## config.mk

```make
export PLATFORM = sky130hd
export DESIGN_NAME = ram_dual_rd_clr
export DESIGN_NICKNAME = d
export VERILOG_FILES = /design/src/rtl/ram_pkg.sv /design/src/rtl/ram_dual_rd_clr_hex7seg.sv /design/src/rtl/ram_dual_rd_clr.sv
export SDC_FILE = /design/constraint.sdc
export NUM_CORES = 1
export LEC_CHECK = 0
export BUFFER_PORTS_ARGS = -buffer_cell sky130_fd_sc_hd__buf_2
export CORE_ASPECT_RATIO = 0.7
export CORE_MARGIN = 8
export CORE_UTILIZATION = 55
export CTS_CLUSTER_SIZE = 16
export DETAILED_ROUTE_END_ITERATION = 12
export PLACE_DENSITY_LB_ADDON = 0.1
export REMOVE_ABC_BUFFERS = 1
export SYNTH_ARGS = -nofsm -noshare
export SYNTH_HDL_FRONTEND = slang
export SYNTH_HIERARCHICAL = 1
export SYNTH_SLANG_ARGS = --single-unit
```

## constraint.sdc

```tcl
create_clock -name clk_2 -period 2.3 [get_ports clk_2]
set_input_delay 0.23 -clock clk_2 [delete_from_list [all_inputs] [get_ports clk_2]]
set_output_delay 0.23 -clock clk_2 [all_outputs]
set_load 0.01 [all_outputs]
```

## src/rtl/ram_pkg.sv

```systemverilog
// ----------------------------------------------------------------------------
// ram_pkg
// Shared types and constants for the dual-read scratch RAM with clear engine.
//   ram_state_t      : clear-engine state (IDLE, CLEAR)
//   RAM_ADDR_W_DEF   : default address width
//   RAM_DATA_W_DEF   : default word width
//   SEG_TABLE        : 16-entry seven-segment pattern table, bit order {dp,g,f,e,d,c,b,a}
// ----------------------------------------------------------------------------
package ram_pkg;

  typedef enum logic {IDLE, CLEAR} ram_state_t;

  localparam int RAM_ADDR_W_DEF = 2;
  localparam int RAM_DATA_W_DEF = 4;

  localparam logic [7:0] SEG_TABLE [16] = '{
    8'h3F, 8'h06, 8'h5B, 8'h4F,
    8'h66, 8'h6D, 8'h7D, 8'h07,
    8'h7F, 8'h6F, 8'h77, 8'h7C,
    8'h39, 8'h5E, 8'h79, 8'h71
  };

endpackage

```

## src/rtl/ram_dual_rd_clr_hex7seg.sv

```systemverilog
// ----------------------------------------------------------------------------
// hex7seg
// Purely combinational hex digit to seven-segment pattern decoder.
//   hex : in  4  hex digit
//   seg : out 8  segment pattern {dp,g,f,e,d,c,b,a}, active high
// ----------------------------------------------------------------------------
module hex7seg
  import ram_pkg::*;
(
  input  logic [3:0] hex,
  output logic [7:0] seg
);

  // Straight table lookup; the table lives in the package so every display
  // block in the design shows the same glyphs.
  assign seg = SEG_TABLE[hex];

endmodule

```

## src/rtl/ram_dual_rd_clr.sv

```systemverilog
// ----------------------------------------------------------------------------
// ram_dual_rd_clr
// 2**ADDR_W x DATA_W scratch RAM with one synchronous write port, two
// registered read ports and a clear engine that zeroes the array one word per
// cycle after reset release and on request.
//
// Ports:
//   clk_2      in   1       clock, rising edge
//   reset      in   1       asynchronous, active-low reset
//   wr_en      in   1       write strobe
//   wr_addr    in   ADDR_W  write address
//   wr_data    in   DATA_W  write data
//   rd_en      in   1       read strobe, samples both read ports
//   rd_addr_a  in   ADDR_W  port A read address
//   rd_addr_b  in   ADDR_W  port B read address
//   rd_data_a  out  DATA_W  port A registered read data
//   rd_data_b  out  DATA_W  port B registered read data
//   rd_valid   out  1       pulse: rd_data_a/b updated this cycle
//   clr_req    in   1       request a full-array clear
//   busy       out  1       clear sweep in progress
//   clr_done   out  1       pulse at end of a sweep
//   seg_a      out  8       (RAM_HEX_SEG_EN only) seven-segment view of rd_data_a[3:0]
//
// Build option: define RAM_HEX_SEG_EN to add the seg_a output and decoder.
// ----------------------------------------------------------------------------
module ram_dual_rd_clr
  import ram_pkg::*;
#(
  parameter int ADDR_W   = RAM_ADDR_W_DEF,
  parameter int DATA_W   = RAM_DATA_W_DEF,
  parameter int WR_FIRST = 1
)(
  input  logic              clk_2,
  input  logic              reset,
  input  logic              wr_en,
  input  logic [ADDR_W-1:0] wr_addr,
  input  logic [DATA_W-1:0] wr_data,
  input  logic              rd_en,
  input  logic [ADDR_W-1:0] rd_addr_a,
  input  logic [ADDR_W-1:0] rd_addr_b,
  output logic [DATA_W-1:0] rd_data_a,
  output logic [DATA_W-1:0] rd_data_b,
  output logic              rd_valid,
  input  logic              clr_req,
  output logic              busy,
  output logic              clr_done
`ifdef RAM_HEX_SEG_EN
  ,
  output logic [7:0]        seg_a
`endif
);

  localparam int                DEPTH     = 1 << ADDR_W;
  localparam logic [ADDR_W-1:0] LAST_ADDR = ADDR_W'(DEPTH - 1);

  logic [DATA_W-1:0] mem [DEPTH];

  ram_state_t        state, state_nxt;
  logic [ADDR_W-1:0] clr_addr, clr_addr_nxt;
  logic              clr_done_nxt;
  logic              idle;
  logic              wr_fire;
  logic              rd_fire;
  logic [DATA_W-1:0] rd_word_a;
  logic [DATA_W-1:0] rd_word_b;

  // User traffic is only honoured in IDLE, and a clear request in the same
  // cycle takes priority over both the write and the read.
  assign idle    = (state == IDLE);
  assign wr_fire = idle & wr_en & ~clr_req;
  assign rd_fire = idle & rd_en & ~clr_req;
  assign busy    = (state == CLEAR);

  // Next-state logic for the clear engine. The sweep ends on the compare with
  // the last address rather than on wrap-around, so clr_addr can stay
  // ADDR_W bits wide.
  always_comb begin
    state_nxt    = state;
    clr_addr_nxt = clr_addr;
    clr_done_nxt = 1'b0;
    case (state)
      IDLE: begin
        if (clr_req) begin
          state_nxt    = CLEAR;
          clr_addr_nxt = '0;
        end
      end
      CLEAR: begin
        clr_addr_nxt = clr_addr + ADDR_W'(1);
        if (clr_addr == LAST_ADDR) begin
          state_nxt    = IDLE;
          clr_done_nxt = 1'b1;
        end
      end
    endcase
  end

  // State register. Reset parks the engine in CLEAR at address 0 so a full
  // sweep runs automatically once reset is released.
  always_ff @(posedge clk_2 or negedge reset) begin
    if (!reset) begin
      state    <= CLEAR;
      clr_addr <= '0;
      clr_done <= 1'b0;
    end else begin
      state    <= state_nxt;
      clr_addr <= clr_addr_nxt;
      clr_done <= clr_done_nxt;
    end
  end

  // Storage array. It has no reset of its own; the sweep is the only thing
  // that zeroes it, and user writes are locked out while it runs.
  always_ff @(posedge clk_2) begin
    if (busy) begin
      mem[clr_addr] <= '0;
    end else if (wr_fire) begin
      mem[wr_addr] <= wr_data;
    end
  end

  // Read word selection. With WR_FIRST set, a write to the same address on
  // the same edge is forwarded so the port sees the new data; otherwise the
  // port sees the array contents from before the edge.
  always_comb begin
    rd_word_a = mem[rd_addr_a];
    rd_word_b = mem[rd_addr_b];
    if ((WR_FIRST != 0) && wr_fire && (wr_addr == rd_addr_a)) begin
      rd_word_a = wr_data;
    end
    if ((WR_FIRST != 0) && wr_fire && (wr_addr == rd_addr_b)) begin
      rd_word_b = wr_data;
    end
  end

  // Registered read ports. Data holds whenever no read fires, and rd_valid
  // flags exactly the cycles in which fresh data appears.
  always_ff @(posedge clk_2 or negedge reset) begin
    if (!reset) begin
      rd_data_a <= '0;
      rd_data_b <= '0;
      rd_valid  <= 1'b0;
    end else begin
      rd_valid <= rd_fire;
      if (rd_fire) begin
        rd_data_a <= rd_word_a;
        rd_data_b <= rd_word_b;
      end
    end
  end

`ifdef RAM_HEX_SEG_EN
  logic [3:0] seg_nibble;

  // Low nibble of port A drives the display; since rd_data_a resets to zero
  // the display shows "0" while reset is held.
  assign seg_nibble = 4'(rd_data_a);

  hex7seg u_hex7seg (
    .hex (seg_nibble),
    .seg (seg_a)
  );
`endif

endmodule

```

==> results.py, run 1 <==
metrics = {
    "layout": {
        "finish.utilization_pct": 64.9,
        "area_delta_synth_final_pct": 12.1,
        "drive_gt1_share_pct": 33.8,
        "antennaDiodeCount": 0,
        "fin_area_um2": 1820,
        "num-fill-cells": 232,
        "fin_nets": 169,
    },
    "yosys": {
        "synthDominantCellAreaShare_pct": 29.6,
        "synthCells": 128,
        "syn_avg_cell_area_um2": 12.7,
        "ys_seq_area_share_pct": 49.8,
        "ys_warn_count": 6,
        "syn_area_um2": 1620,
        "yosysUniqueCellTypes": 30,
        "synthTopCellsByArea": "edfxtp_1 (30%), dfrtp_1 (19%), mux4_2 (11%)",
        "synth_top_cell_by_area": "edfxtp_1",
        "synth_seq_cells": 29,
    },
    "route": {
        "drtIter0Drc": 83,
        "dr.pass1.iters": 4,
        "ant_nets": 0,
        "wl_um": 3480,
        "vias": 1143,
        "via_per_inst": 6.02,
        "wl_per_cell_um": 18.3,
        "drc_errors": 0,
    },
    "power_and_ir_drop": {
        "irDropWorstVdd_uv": 610,
        "p_per_area_nw_per_um2": 1150,
        "leakage_nw": 0.705,
        "p_total_mw": 2.09,
    },
    "timing": {
        "setup_ws_ns": 0.394,
        "tightest_slew_ns": 0.622,
        "rsz0062_at_grt": "no",
        "maxSlewHeadroom_pct": 58.5,
        "hold_viol_final": 0,
        "finalSetupViolations": 0,
        "finalCritPeriodShare_pct": 82.9,
        "tns_ns": 0,
        "fin_skew_ns": 0.00579,
        "slew_violations": 0,
        "min_period_ns": 1.91,
        "max_freq_mhz": 525,
    },
    "die": {
        "rows": 16,
        "core_um2": 2800,
        "fp.dieW_um": 80.9,
        "die_y_um": 61.4,
        "initial_utilization_pct": 57.9,
        "ios": 26,
        "dieArea_um2": 4970,
    },
    "global_route": {
        "grt_util_all_layers_pct": 15.3,
        "grt.busiest_layer": "met2",
        "overflow": 0,
        "met3_usage_pct": 5.39,
        "grt_pass1_vias": 1109,
        "grt_first_pass_wirelength_um": 5560,
        "grt_max_degree": 18,
        "met2_usage_pct": 23.5,
        "use_met1_pct": 20.0,
        "grt_antenna_before_repair": 0,
    },
    "cts": {
        "cts_buffers": 5,
        "clk_pin_slew_ns": 0.06,
        "cts_resized": 0,
        "root_buffer": "clkbuf_8",
        "numClockSinks": 29,
        "cts_buffer_depth": 2,
        "cts_htree_levels": 2,
        "cts_tree": "yes",
        "insertion_delay_ns": 0.28,
    },
    "placement": {
        "place.detailed.hpwl_um": 2730,
        "gp_congestion": 0.794,
        "dp_slack_ns": 0.413,
        "portBuffers": 25,
        "placed_cell_area_um2": 1730,
    },
    "job": {
        "maxCapViolCount": 0,
    },
    "worst_setup_path": {
        "arrival_ns": 2.04,
        "start_kind": "register",
        "cp.required_ns": 2.43,
        "path_class": "register to register",
        "worstPathMaxFanout": 15,
        "endpoint_kind": "register",
    },
    "min_path": {
        "hold_class": "input pin to register",
    },
    "run_status": {
        "outcome": "finished, final reports clean",
    },
}
-- registers in the layout, indices dropped and copies added (netlist names) --
| signal | cells |
|---|---|
| rd_data_a | 4 |
| rd_data_b | 4 |
| clr_done | 1 |
| busy | 1 |
| clr_addr | 2 |
| rd_valid | 1 |
| mem | 16 |
-- final timing paths --
path | startpoint | endpoint | slack [ns] | depth (start not counted)
max | busy | rd_data_a[0] | 0.39 | 4
min in group asynchronous | reset | rd_data_a[0] | 0.37 | 2
min | clr_req | clr_addr[1] | 0.23 | 2
max reg2reg | busy | rd_data_a[0] | 0.39 | 4
max in group asynchronous | reset | busy | 1.64 | 2
min reg2reg | rd_data_a[1] | rd_data_a[1] | 0.55 | 2
-- final cells by class --
cell class                      count  area (um^2)  share of cell area, %
Tap cell                           36         45.0                   2.48
Inverter                            1         3.75                  0.206
Sequential cell                    29          807                   44.4
Clock buffer                        5         68.8                   3.79
Multi-Input combinational cell     90          746                   41.0
Timing Repair Buffer               26          135                   7.43
Clock inverter                      3         12.5                  0.688
-- Yosys cell counts, drive strengths merged --
master,number
inv,1
xnor2,4
and2,6
a22o,2
dfstp,1
a21o,5
nor2b,1
o21ai,1
a21oi,4
nand4,8
dfrtp,12
or3b,1
edfxtp,16
o31ai,8
a22oi,3
nor2,14
nand2b,9
nor3b,1
buf,8
mux2i,1
mux4,8
a31oi,9
ha,1
nand2,4
-- cells by family (layout without fill, tap and decap cells) --
family	Yosys count	in the layout	synth area share [%]
and+or+nand+nor	44	44	16.0
adders and majority gates	1	1	0.771
buffers and inverters	9	35	4.24
xor gates and xnor gates	4	4	2.16
DFF	29	29	49.8
AOI/OAI and AO/OA	32	32	15.3
muxes	9	9	11.7
-- where the power goes --
part | switching [mW] | internal [mW]
Sequential | 0.149 | 0.784
Clock | 0.179 | 0.203
Combinational | 0.437 | 0.343
-- metal layers --
metal	vias up	wire length [um]
met5	-	0
met4	0	19
met3	2	322
met2	54	1550
met1	545	1600
li1	542	-
-- stage by stage --
stage,hold WS [ns],std cells
global placement,0.121,181
floorplan,-0.0656,120
global route,0.229,190
finish,0.232,190
detailed placement,0.140,181
CTS,0.224,190
-- timing repair --
| action | CTS | global route |
|---|---|---|
| buffers inserted | 0 | 0 |
| hold buffers | 1 | 0 |
| hold endpoints to repair | 12 | 0 |
-- cells in the final DEF, fill, tap and decap left out, types with 3 or more instances in the layout --
cell type and count:
a22oi_1 3, xnor2_1 4, nand2_1 4, mux4_2 8, nand4_1 8, a21o_1 3
nand2b_1 9, nor2_1 13, edfxtp_1 16, and2_4 4, clkbuf_8 5, a31oi_1 9
buf_2 25, o31ai_1 8, dfrtp_1 12
-- critical path: stages (launching register included) --
cell and delay [ns]:
dfstp_2 0.44, nor3b_4 0.58, a22oi_1 0.28, o31ai_1 0.31
a31oi_1 0.14
Power figures use the tool's default switching activity.
==> run 2, diff against run 1 <==
Settings changed: ABC_AREA set to 1.
Clock period 2.3 ns to 1.8 ns, I/O delays scaled along.
==> run 2 against run 1 <==
Compared with the run above:
- synthesized area shrank 0.23%
- combinational power grew 45%
- register-to-register slack lost 0.31 ns
- core utilization grew 1.8 points
- clock-buffer cell count is the same
- highest routed layer unchanged
- wire length grew 19%
- die area shrank 0.18%
- clock skew shrank 0.0017 ns
- fmax grew 11%
- critical path depth grew 2
==> results.py, run 2 <==
metrics = {
    "run_status": {
        "outcome": "finished, final reports clean",
    },
    "timing": {
        "rsz0062_at_grt": "yes",
        "fin_skew_ns": 0.00405,
        "slew_violations": 0,
        "maxSlewHeadroom_pct": 71.5,
        "tightest_slew_ns": 0.426,
        "finalSetupViolations": 0,
        "finalCritPeriodShare_pct": 95.2,
        "max_freq_mhz": 583,
        "hold_viol_final": 0,
        "min_period_ns": 1.71,
        "setup_ws_ns": 0.0858,
    },
    "power_and_ir_drop": {
        "irDropWorstVdd_uv": 928,
        "p_total_mw": 2.81,
        "p_per_area_nw_per_um2": 1500,
        "leakage_nw": 0.952,
    },
    "yosys": {
        "yosysUniqueCellTypes": 25,
        "synthTopCellsByArea": "edfxtp_1 (30%), dfrtp_1 (19%), nand2_1 (14%)",
        "syn_avg_cell_area_um2": 8.65,
        "synth-main-ff-cell": "edfxtp_1",
        "synth_seq_cells": 29,
        "synthDominantCellAreaShare_pct": 29.7,
        "syn_area_um2": 1620,
        "synth_edf_count": 16,
        "synthCells": 187,
        "post-synth-top-count-cell": "nand2_1",
        "ys_warn_count": 6,
        "async_flop_share_pct": 44.8,
        "ys_seq_area_share_pct": 49.9,
        "synth_top_cell_by_area": "edfxtp_1",
        "ys_top_cells_by_count": "nand2_1 (60), inv_1 (18), nand3_1 (18)",
    },
    "global_route": {
        "grt_first_pass_wirelength_um": 6760,
        "grt_pass1_vias": 1352,
        "grt_max_degree": 15,
        "met2_usage_pct": 27.1,
        "use_met1_pct": 24.2,
        "grt_antenna_before_repair": 0,
        "overflow": 0,
        "grt_util_all_layers_pct": 18.4,
        "met3_usage_pct": 7.14,
        "grt.busiest_layer": "met2",
    },
    "route": {
        "dr.pass1.iters": 4,
        "wl_per_cell_um": 16.4,
        "ant_nets": 0,
        "via_per_inst": 5.61,
        "wl_um": 4160,
        "vias": 1419,
        "drtIter0Drc": 206,
        "drc_errors": 0,
    },
    "cts": {
        "numClockSinks": 29,
        "clk_pin_slew_ns": 0.07,
        "cts_tree": "yes",
        "post_cts_buffers": 0,
        "cts_htree_levels": 2,
        "cts_buffers": 5,
        "insertion_delay_ns": 0.29,
        "root_buffer": "clkbuf_8",
        "cts_buffer_depth": 2,
    },
    "die": {
        "fp.dieW_um": 80.8,
        "rows": 16,
        "ios": 26,
        "die_y_um": 61.4,
        "initial_utilization_pct": 57.7,
        "core_um2": 2800,
        "dieArea_um2": 4960,
    },
    "layout": {
        "mostFrequentLayoutCells": "nand2_1 (60), buf_2 (25), inv_1 (18), nand3_1 (18)",
        "largest_reg_flops": 16,
        "num-fill-cells": 226,
        "antennaDiodeCount": 0,
        "top_regs": "mem x16, rd_data_a x4, rd_data_b x4",
        "layout_commonest_cell": "nand2_1",
        "area_delta_synth_final_pct": 15.5,
        "max_flop_register": "mem",
        "fin_nets": 232,
        "drive_gt1_share_pct": 25.3,
    },
    "worst_setup_path": {
        "arrival_ns": 1.67,
        "critPathMostFrequentCell": "nand2_1",
        "crit_slowest_cell": "dfstp_2",
        "cpLargestDelayFamily": "simple AND/OR/NAND/NOR gates",
        "cp.required_ns": 1.75,
        "endpoint_kind": "register",
        "path_buf_inv": 0,
        "cpPeakStageDelay_ns": 0.62,
        "worstPathMaxFanout": 8,
        "path_class": "register to register",
        "crit_chain": "nor2_8, nand2_4, nand2_2, nand2_1, nand2_1, nor2_1",
        "start_kind": "register",
    },
    "placement": {
        "place.detailed.hpwl_um": 3260,
        "gp_congestion": 0.890,
        "dp_slack_ns": 0.123,
        "portBuffers": 25,
    },
    "job": {
        "maxCapViolCount": 0,
    },
    "min_path": {
        "hold_class": "input pin to register",
    },
}
run 2: final cells by class:
cell class              instances  area, um^2  share of cell area [%]
inverters                      20        75.1                    4.02
multi-input cells             134         721                    38.6
repair buffers                 26         135                    7.23
clock inverters                 3        17.5                   0.937
clock buffers                   5        68.8                    3.68
flip-flops and latches         29         807                    43.2
well taps                      36        45.0                    2.41
run 2: kinds of logic after synthesis:
logic type / share of synthesized area (%)
AOI/OAI and AO/OA: 9.28
and+or+nand+nor: 34.5
adders and majority gates: 0.773
DFF: 49.9
buffers and inverters: 5.57
run 2: worst paths after layout:
check                                  start            to  slack, ns  cells past startpoint
worst min register to register  rd_data_a[1]  rd_data_a[1]       0.48                      2
min in group asynchronous              reset  rd_data_a[3]       0.31                      2
worst min-delay path                   rd_en  rd_data_a[1]       0.26                      4
max in group asynchronous              reset          busy       1.21                      2
worst max register to register          busy     mem[3][1]       0.09                      6
worst max-delay path                    busy     mem[3][1]       0.09                      6
run 2: metal layers:
layer	wire length (um)	up-vias
li1	-	673
met1	1890	661
met2	1870	75
met3	332	10
met4	62	0
met5	0	-
run 2: where the power goes:
group	internal, mW	leakage (nW)	switching (mW)	total, mW
sequential	0.994	0.320	0.165	1.16
combinational	0.392	0.588	0.734	1.13
clock	0.266	0.0439	0.260	0.526
run 2: worst reg2reg max path, stage by stage, from the launching register on:
cell	delay [ns]
dfstp_2	0.62
nor2_8	0.09
nand2_4	0.09
nand2_2	0.09
nand2_1	0.10
nand2_1	0.09
nor2_1	0.30
run 2: repair_timing:
action                                  4_1_cts  5_1_grt
hold buffers                                  1        0
gates resized for setup                       0        0
endpoints found under the setup margin        0        4
endpoints found under the hold margin        12        0
run 2: per-stage QoR:
stage	setup TNS (ns)	hold WS, ns	instance area [um^2]	util [%]	cells
floorplan	0	-0.116	1600	-	183
global placement	0	0.0680	1770	63.3	244
detailed placement	0	0.0829	1770	63.3	244
CTS	0	0.259	1870	66.7	253
global route	-0.0430	0.271	1870	66.7	253
finish	0	0.258	1870	66.7	253
